==> config.mk <==
export PLATFORM = sky130hd
export DESIGN_NAME = alu_arbiter
export DESIGN_NICKNAME = d
export VERILOG_FILES = /design/src/rtl/alu_arbiter.sv
export SDC_FILE = /design/constraint.sdc
export NUM_CORES = 1
export LEC_CHECK = 0
export CAP_MARGIN = 10
export CORE_MARGIN = 2
export CORE_UTILIZATION = 40
export CTS_BUF_LIST = sky130_fd_sc_hd__clkbuf_8
export DETAILED_ROUTE_END_ITERATION = 7
export PLACE_DENSITY = 0.86
export SETUP_SLACK_MARGIN = 0.5
export SLEW_MARGIN = 30
export SYNTH_ARGS = -nofsm -noshare
export SYNTH_HDL_FRONTEND = slang
export SYNTH_SLANG_ARGS = --single-unit
==> constraint.sdc <==
create_clock -name clk -period 3.3 [get_ports clk]
set_input_delay 0.33 -clock clk [delete_from_list [all_inputs] [get_ports clk]]
set_output_delay 0.33 -clock clk [all_outputs]
set_load 0.02 [all_outputs]
==> src/rtl/alu_arbiter.sv <==
// Round-robin arbiter that shares one combinational ALU between two requesters.
// Each operation runs accept -> execute -> respond; only one is in flight at a time.
module alu_arbiter #(
    parameter int XLEN = 32
) (
    input  logic            clk,
    input  logic            rst,

    input  logic            req0_valid,
    output logic            req0_ready,
    input  logic [3:0]      req0_op,
    input  logic [XLEN-1:0] req0_a,
    input  logic [XLEN-1:0] req0_b,

    input  logic            req1_valid,
    output logic            req1_ready,
    input  logic [3:0]      req1_op,
    input  logic [XLEN-1:0] req1_a,
    input  logic [XLEN-1:0] req1_b,

    output logic            rsp0_valid,
    output logic            rsp1_valid,
    input  logic            rsp_ready,
    output logic [XLEN-1:0] rsp_result,
    output logic            rsp_zero,
    output logic            rsp_err,

    output logic [3:0]      alu_ctl,
    output logic [XLEN-1:0] alu_a,
    output logic [XLEN-1:0] alu_b,
    input  logic [XLEN-1:0] alu_out,
    input  logic            alu_zero
);

    typedef enum logic [1:0] {
        IDLE,
        EXEC,
        RESP
    } state_t;

    state_t            state_q, state_d;
    logic              lastGrant_q, lastGrant_d;
    logic              owner_q, owner_d;
    logic [3:0]        op_q, op_d;
    logic [XLEN-1:0]   a_q, a_d;
    logic [XLEN-1:0]   b_q, b_d;
    logic [XLEN-1:0]   result_q, result_d;
    logic              zero_q, zero_d;
    logic              err_q, err_d;

    logic              grant1;
    logic              handshake;
    logic              legalOp;

    // On a tie, the port that did not win last time gets the grant.
    assign grant1     = req1_valid && (!req0_valid || !lastGrant_q);
    assign req0_ready = !rst && (state_q == IDLE) && req0_valid && !grant1;
    assign req1_ready = !rst && (state_q == IDLE) && grant1;
    assign handshake  = req0_ready || req1_ready;

    assign rsp0_valid = !rst && (state_q == RESP) && !owner_q;
    assign rsp1_valid = !rst && (state_q == RESP) && owner_q;
    assign rsp_result = result_q;
    assign rsp_zero   = zero_q;
    assign rsp_err    = err_q;

    assign alu_ctl    = op_q;
    assign alu_a      = a_q;
    assign alu_b      = b_q;

    always_comb begin
        legalOp = 1'b0;
        case (op_q)
            4'b0000, 4'b0001, 4'b0010,
            4'b0110, 4'b0111, 4'b1100: legalOp = 1'b1;
            default:                   legalOp = 1'b0;
        endcase
    end

    always_comb begin
        state_d     = state_q;
        lastGrant_d = lastGrant_q;
        owner_d     = owner_q;
        op_d        = op_q;
        a_d         = a_q;
        b_d         = b_q;
        result_d    = result_q;
        zero_d      = zero_q;
        err_d       = err_q;

        unique case (state_q)
            IDLE: begin
                if (handshake) begin
                    owner_d     = grant1;
                    lastGrant_d = grant1;
                    op_d        = grant1 ? req1_op : req0_op;
                    a_d         = grant1 ? req1_a  : req0_a;
                    b_d         = grant1 ? req1_b  : req0_b;
                    state_d     = EXEC;
                end
            end
            EXEC: begin
                result_d = alu_out;
                zero_d   = alu_zero;
                err_d    = !legalOp;
                state_d  = RESP;
            end
            RESP: begin
                if (rsp_ready) begin
                    state_d = IDLE;
                end
            end
            default: state_d = IDLE;
        endcase
    end

    // Reset drops any in-flight op and biases the next tie towards port 0.
    always_ff @(posedge clk) begin
        if (rst) begin
            state_q     <= IDLE;
            lastGrant_q <= 1'b1;
            owner_q     <= 1'b0;
            op_q        <= '0;
            a_q         <= '0;
            b_q         <= '0;
            result_q    <= '0;
            zero_q      <= 1'b0;
            err_q       <= 1'b0;
        end else begin
            state_q     <= state_d;
            lastGrant_q <= lastGrant_d;
            owner_q     <= owner_d;
            op_q        <= op_d;
            a_q         <= a_d;
            b_q         <= b_d;
            result_q    <= result_d;
            zero_q      <= zero_d;
            err_q       <= err_d;
        end
    end

endmodule

==> impl_metrics.json, run 1 <==
{
  "r2r-end": "alu_a[26]$_SDFFE_PP0P_",
  "drcViolationCount": 0,
  "skew_ps": 8.05,
  "cts.clk_slew.worst_paths_ps": 90,
  "crit_chain": "nor4bb_1, clkdlybuf4s50_1",
  "viasPerCell": 5.39,
  "crit_type": "flop to primary output",
  "powerDensity_nw_per_um2": 435,
  "nFillCells": 839,
  "pre_cts_slack_ps": 926,
  "min_to": "rsp_result[0]$_SDFFE_PP0N_",
  "grt_start_max_net_pins": 70,
  "syn_area_per_cell_um2": 7.98,
  "nNetsFinal": 976,
  "core_area_um2": 10900,
  "cts_tree": "built",
  "synth_cell_type_count": 30,
  "register_area_um2": 2120,
  "worstHoldStart": "rsp_result[0]$_SDFFE_PP0N_",
  "hold_depth": 2,
  "drive_gt1_share_pct": 5.21,
  "r2r_start": "state_q[1]$_SDFFE_PP0P_",
  "route.met2.wl_um": 7970,
  "ys_async_sr_fraction_pct": 0,
  "syn2layout_area_growth_pct": 67.2,
  "path_delay_family": "buffers and inverters",
  "fmaxAchievable_ghz": 0.447,
  "drv_slew": 0,
  "crit_fanout": 8,
  "slowest_stage": "clkdlybuf4s50_1",
  "placed_cell_area_um2": 7290,
  "critPathMaxStageDelay_ps": 690,
  "dp.final_hpwl_um": 11300,
  "rsz0062_at_grt": "false",
  "cts_resized": 0,
  "slew_headroom_pct": 47.0,
  "rr_worst_depth": 5,
  "worst_ep_arrival_time_ps": 1910,
  "final.period_utilization_pct": 67.9,
  "cts_setup_buffers": 0,
  "vias": 5100,
  "setup_viol": 0,
  "ctsLongestPathBuffers": 2,
  "max-vdd-ir-drop_uv": 206,
  "met3WireLength_um": 1540,
  "netlist_instances": 561,
  "synthesis.nets": 735,
  "io-pin-count": 280,
  "setup-tns-final_ps": 0,
  "totalWireLength_um": 15700,
  "rrSetupSlack_ps": 1230,
  "antenna_found_initial": 0,
  "finalInstanceArea_um2": 7490,
  "drtAntennaViolNets": 0,
  "hold_slack_ps": 460,
  "grt_util_all_layers_pct": 24.9,
  "cts_made_buffers": 9,
  "seq_area_frac_synth_pct": 47.4,
  "die_y_um": 110,
  "gr-total-overflow": 0,
  "grt_pass1_vias": 4932,
  "numPortBuffers": 279,
  "highest_layer": "met4",
  "setup_ws_ps": 1060,
  "start_util_pct": 41.1,
  "syn-cell-area_um2": 4480,
  "synth-edff-count": 0,
  "hold_class": "flop to flop",
  "die_area_um2": 12100,
  "worstSetupStartpoint": "state_q[1]$_SDFFE_PP0P_",
  "htree_levels": 3,
  "num_rows": 38,
  "outcome": "completed",
  "cp_num_buf_inv": 1,
  "met1Wirelength_um": 5680,
  "multi_input_area_um2": 2130,
  "place.gp.congestion": 0.841,
  "wire_per_inst_um": 16.6,
  "ys.flop_type": "dfxtp_1",
  "worst_pin_slew_ps": 794,
  "yosysWarnings": 0,
  "period_minus_slack_ps": 2240,
  "cap_violations": 0,
  "holdBufCountCts": 0,
  "crit_required_ps": 2970,
  "final_hold_viol_count": 0,
  "p_total_mw": 3.26,
  "cts.sinks": 106,
  "cp-start-kind": "flop",
  "cp-end-kind": "primary output",
  "diodes": 0,
  "ys_seq_elements": 106,
  "clk_latency_ps": 350,
  "clockRootBuffer": "clkbuf_8",
  "drtPass1Iterations": 4,
  "initialDrtViolationCount": 425,
  "die_w_um": 110,
  "grt_pass1_wl_um": 23600,
  "p_leak_nw": 2.70
}
[per-layer routing]
| metal | global-route usage [%] | up-vias |
|---|---|---|
| met5 | 0 | - |
| li1 | - | 2447 |
| met2 | 45.0 | 241 |
| met4 | 10.3 | 0 |
| met3 | 7.17 | 38 |
| met1 | 27.0 | 2374 |
[sequential cells by signal, indices dropped and copies added, names as in the netlist]
register     count
alu_a           32
lastGrant_q      1
owner_q          1
rsp_zero         1
rsp_result      32
state_q          2
alu_b           32
rsp_err          1
alu_ctl          4
[stage by stage]
step / utilization [%] / std cells
5_1_grt: 68.8 / 946
3_5_place_dp: 66.9 / 931
6_report: 68.8 / 946
3_3_place_gp: 66.9 / 931
2_1_floorplan: - / 561
4_1_cts: 68.8 / 946
[Yosys cell counts, types with 2 or more instances]
cell type | n | area, µm²
nand2_1 | 202 | 758
dfxtp_1 | 106 | 2120
a21oi_1 | 102 | 510
a311oi_1 | 58 | 508
clkbuf_1 | 40 | 150
buf_2 | 13 | 65.1
a311oi_2 | 10 | 150
nor2b_1 | 3 | 18.8
and2_1 | 2 | 12.5
buf_1 | 2 | 7.51
buf_6 | 2 | 22.5
nor2_1 | 2 | 7.51
or3b_2 | 2 | 17.5
[how the worst max path moves through the flow]
stage	end	slack, ps	depth (start not counted)
2_1_floorplan	rsp0_valid	1550	3
3_3_place_gp	alu_b[21]$_SDFFE_PP0P_	1050	6
3_5_place_dp	alu_a[26]$_SDFFE_PP0P_	930	5
4_1_cts	req0_ready	1080	4
5_1_grt	rsp1_valid	950	2
6_report	rsp1_valid	1060	2
[cell type report]
type | instances | area share [%]
repair buffers | 288 | 38.2
multi-input cells | 396 | 28.4
flip-flops and latches | 106 | 28.3
well taps | 140 | 2.34
clock buffers | 12 | 2.21
clock inverters | 3 | 0.518
inverters | 1 | 0.0501
[kinds of logic (layout without fill, tap and decap cells)]
kind of cell / after synthesis / after routing / synth area share, %
simple gates: 219 / 219 / 19.5
buf+inv: 59 / 304 / 5.73
compound gates: 177 / 177 / 27.4
flops: 106 / 106 / 47.4
[power breakdown]
part	switching [mW]	leakage (nW)	internal, mW
clock	0.407	0.110	0.406
combinational	0.482	1.71	0.494
sequential	0.0745	0.872	1.39
[layout by cell type (no fill, tap or decap), types with 2 or more instances in the layout]
cell and instances:
inv_1 2, buf_4 10, clkdlybuf4s50_1 278, dfxtp_1 106
nand2_1 202, a311oi_2 10, a21oi_1 102, nor2_1 2
nor2b_1 2, clkbuf_8 12, or3b_2 2, a311oi_1 58
[tightest hold or removal path: stages (launching register included)]
cell     delay (ps)
dfxtp_1         310
nand2_1          50
a21oi_1          50
No activity file was read; power rests on OpenSTA's default activity.
==> run 2, diff against run 1 <==
--- a/config.mk
+++ b/config.mk
@@ -7,10 +7,10 @@
 export LEC_CHECK = 0
 export CAP_MARGIN = 10
 export CORE_MARGIN = 2
-export CORE_UTILIZATION = 40
+export CORE_UTILIZATION = 34
 export CTS_BUF_LIST = sky130_fd_sc_hd__clkbuf_8
 export DETAILED_ROUTE_END_ITERATION = 7
-export PLACE_DENSITY = 0.86
+export PLACE_DENSITY = 0.78
 export SETUP_SLACK_MARGIN = 0.5
 export SLEW_MARGIN = 30
 export SYNTH_ARGS = -nofsm -noshare
==> constraint.sdc (replaced) <==
create_clock -name clk -period 1.8 [get_ports clk]
set_input_delay 0.18 -clock clk [delete_from_list [all_inputs] [get_ports clk]]
set_output_delay 0.18 -clock clk [all_outputs]
set_load 0.02 [all_outputs]
==> run 2 against run 1 <==
Compared with the run above:
- sequential power is 83% higher
- first-iteration DRC count is 23% lower
- final cell count is 9.3% higher
- design area is 18% higher
- register-to-register slack worse by 980 ps
- clock skew is 1.6 ps lower
- largest cell class unchanged
- die area is 17% higher
- non-clock buffer count is 54 higher
- utilization is 0.55 points higher
- largest power group unchanged
- clock power is 66% higher
- critical path depth is 2 higher
==> impl_metrics.json, run 2 (synthesis results as in run 1) <==
{
  "viasPerCell": 5.29,
  "core_area_um2": 12700,
  "die_y_um": 119,
  "place.gp.congestion": 0.824,
  "htree_levels": 3,
  "wire_per_inst_um": 19.3,
  "period_minus_slack_ps": 1580,
  "outcome": "completed",
  "placed_cells_incl_taps": 972,
  "drtPass1Iterations": 5,
  "totalWireLength_um": 19900,
  "die_w_um": 119,
  "start_util_pct": 35.2,
  "register_area_um2": 2140,
  "cts.sinks": 106,
  "rr_worst_depth": 7,
  "final_cell_mix": "nand2_1, clkdlybuf4s50_1, dfxtp_1",
  "swShare_pct": 32.7,
  "critPathMaxStageDelay_ps": 370,
  "gr-total-overflow": 0,
  "placed_cell_area_um2": 7440,
  "slowest_stage": "dfxtp_4",
  "cap_violations": 0,
  "grt_pass1_vias": 5600,
  "diodes": 0,
  "cts.clk_slew.worst_paths_ps": 100,
  "drtAntennaViolNets": 0,
  "grt_util_all_layers_pct": 26.6,
  "combPwrFrac_pct": 37.3,
  "use_met1_pct": 29.7,
  "num_rows": 41,
  "crit_chain": "nor3_4, buf_6, and3_4, buf_6",
  "dp.final_hpwl_um": 11900,
  "slew_headroom_pct": 38.2,
  "clk_latency_ps": 360,
  "cts_tree": "built",
  "use_met3_pct": 7.72,
  "powerDensity_nw_per_um2": 730,
  "syn2layout_area_growth_pct": 96.9,
  "nFillCells": 1001,
  "worst_pin_slew_ps": 927,
  "nNetsFinal": 1031,
  "top_usage_layer": "met2",
  "crit_required_ps": 1620,
  "skew_ps": 6.46,
  "grtUsageMet2_pct": 48.6,
  "drive_gt1_share_pct": 21.6,
  "pre_cts_slack_ps": -123,
  "cp-end-kind": "primary output",
  "grt_start_max_net_pins": 64,
  "io-pin-count": 280,
  "hold_depth": 2,
  "p_sw_mw": 2.11,
  "holdBufCountCts": 0,
  "antenna_found_initial": 0,
  "drv_slew": 0,
  "crit_fanout": 4,
  "drcViolationCount": 0,
  "grt_pass1_wl_um": 29700,
  "finalInstanceArea_um2": 8820,
  "final.period_utilization_pct": 87.6,
  "cp-start-kind": "flop",
  "p_int_mw": 4.33,
  "worst_ep_arrival_time_ps": 1400,
  "clockRootBuffer": "clkbuf_8",
  "setup_viol": 0,
  "path_delay_family": "simple AND/OR/NAND/NOR gates",
  "ctsLongestPathBuffers": 2,
  "cts_made_buffers": 9,
  "p_total_mw": 6.44,
  "crit_type": "flop to primary output",
  "final_common_cell": "nand2_1",
  "crit_top_cell": "buf_6",
  "rsz0062_at_grt": "true",
  "multi_input_area_um2": 2510,
  "cp_num_buf_inv": 2,
  "pwr-share-clk_pct": 21.0,
  "die_area_um2": 14100,
  "seqPwrFrac_pct": 41.7,
  "setup_ws_ps": 223,
  "hold_class": "input port to flop",
  "critical_path_depth": 4,
  "final_core_util_pct": 69.3,
  "fmaxAchievable_ghz": 0.634,
  "initialDrtViolationCount": 329,
  "p_leak_nw": 3.59,
  "vias": 5474,
  "max-vdd-ir-drop_uv": 414,
  "numPortBuffers": 279,
  "final_hold_viol_count": 0,
  "fin_cells": 1034
}
-- run 2: cell types whose count changed in the layout (fill, tap and decap cells not counted), moves of 10 or more --
cell and change:
clkdlybuf4s50_1 -107, dlygate4sd2_1 +81, a311oi_1 -32, a311oi_2 +31, a21oi_1 -27, a21oi_2 +25
buf_16 +20, buf_6 +16, buf_12 +10, clkdlybuf4s15_1 +10
-- run 2: through the flow --
stage,TNS (ps),hold WS (ps)
floorplan,0,316
global placement,-1640,422
detailed placement,-3750,436
CTS,0,36.9
global route,0,32.5
finish,0,53.2
-- run 2: power by group through the flow --
stage	combinational (mW)	clock, mW	sequential [mW]
2_1_floorplan	0.640	0	2.96
3_3_place_gp	1.81	0	2.72
3_5_place_dp	1.84	0	2.73
4_1_cts	2.25	1.36	2.68
6_report	2.41	1.35	2.69
5_1_grt	2.53	1.49	2.71
-- run 2: per-layer routing --
layer	wire length [µm]	up-vias	part of all wire [%]
met2	10300	276	51
met1	7680	2590	38
li1	-	2571	-
met4	486	0	2.4
met5	0	-	0
met3	1530	37	7.7
-- run 2: area by class of cell --
type                    instances  area share [%]
clock buffers                  10            1.56
clock inverters                 6           0.383
inverters                       1          0.0426
multi-input cells             397            28.4
flip-flops and latches        106            24.2
well taps                     172            2.44
repair buffers                342            42.9
-- run 2: worst paths after layout --
| kind | from | end | slack (ps) |
|---|---|---|---|
| worst max-delay path | state_q[0]$_SDFFE_PP0P_ | req0_ready | 220 |
| worst min-delay path | rst | state_q[1]$_SDFFE_PP0P_ | 50 |
| worst max register to register | state_q[0]$_SDFFE_PP0P_ | alu_a[26]$_SDFFE_PP0P_ | 250 |
| worst min register to register | rsp_result[9]$_SDFFE_PP0N_ | rsp_result[9]$_SDFFE_PP0N_ | 460 |
-- run 2: repair_timing --
item / CTS / global route
setup endpoints to repair: 209 / 129
gates resized for setup: 231 / 74
gates cloned: 20 / 3
pin swaps: 29 / 16
buffers inserted: 19 / 4
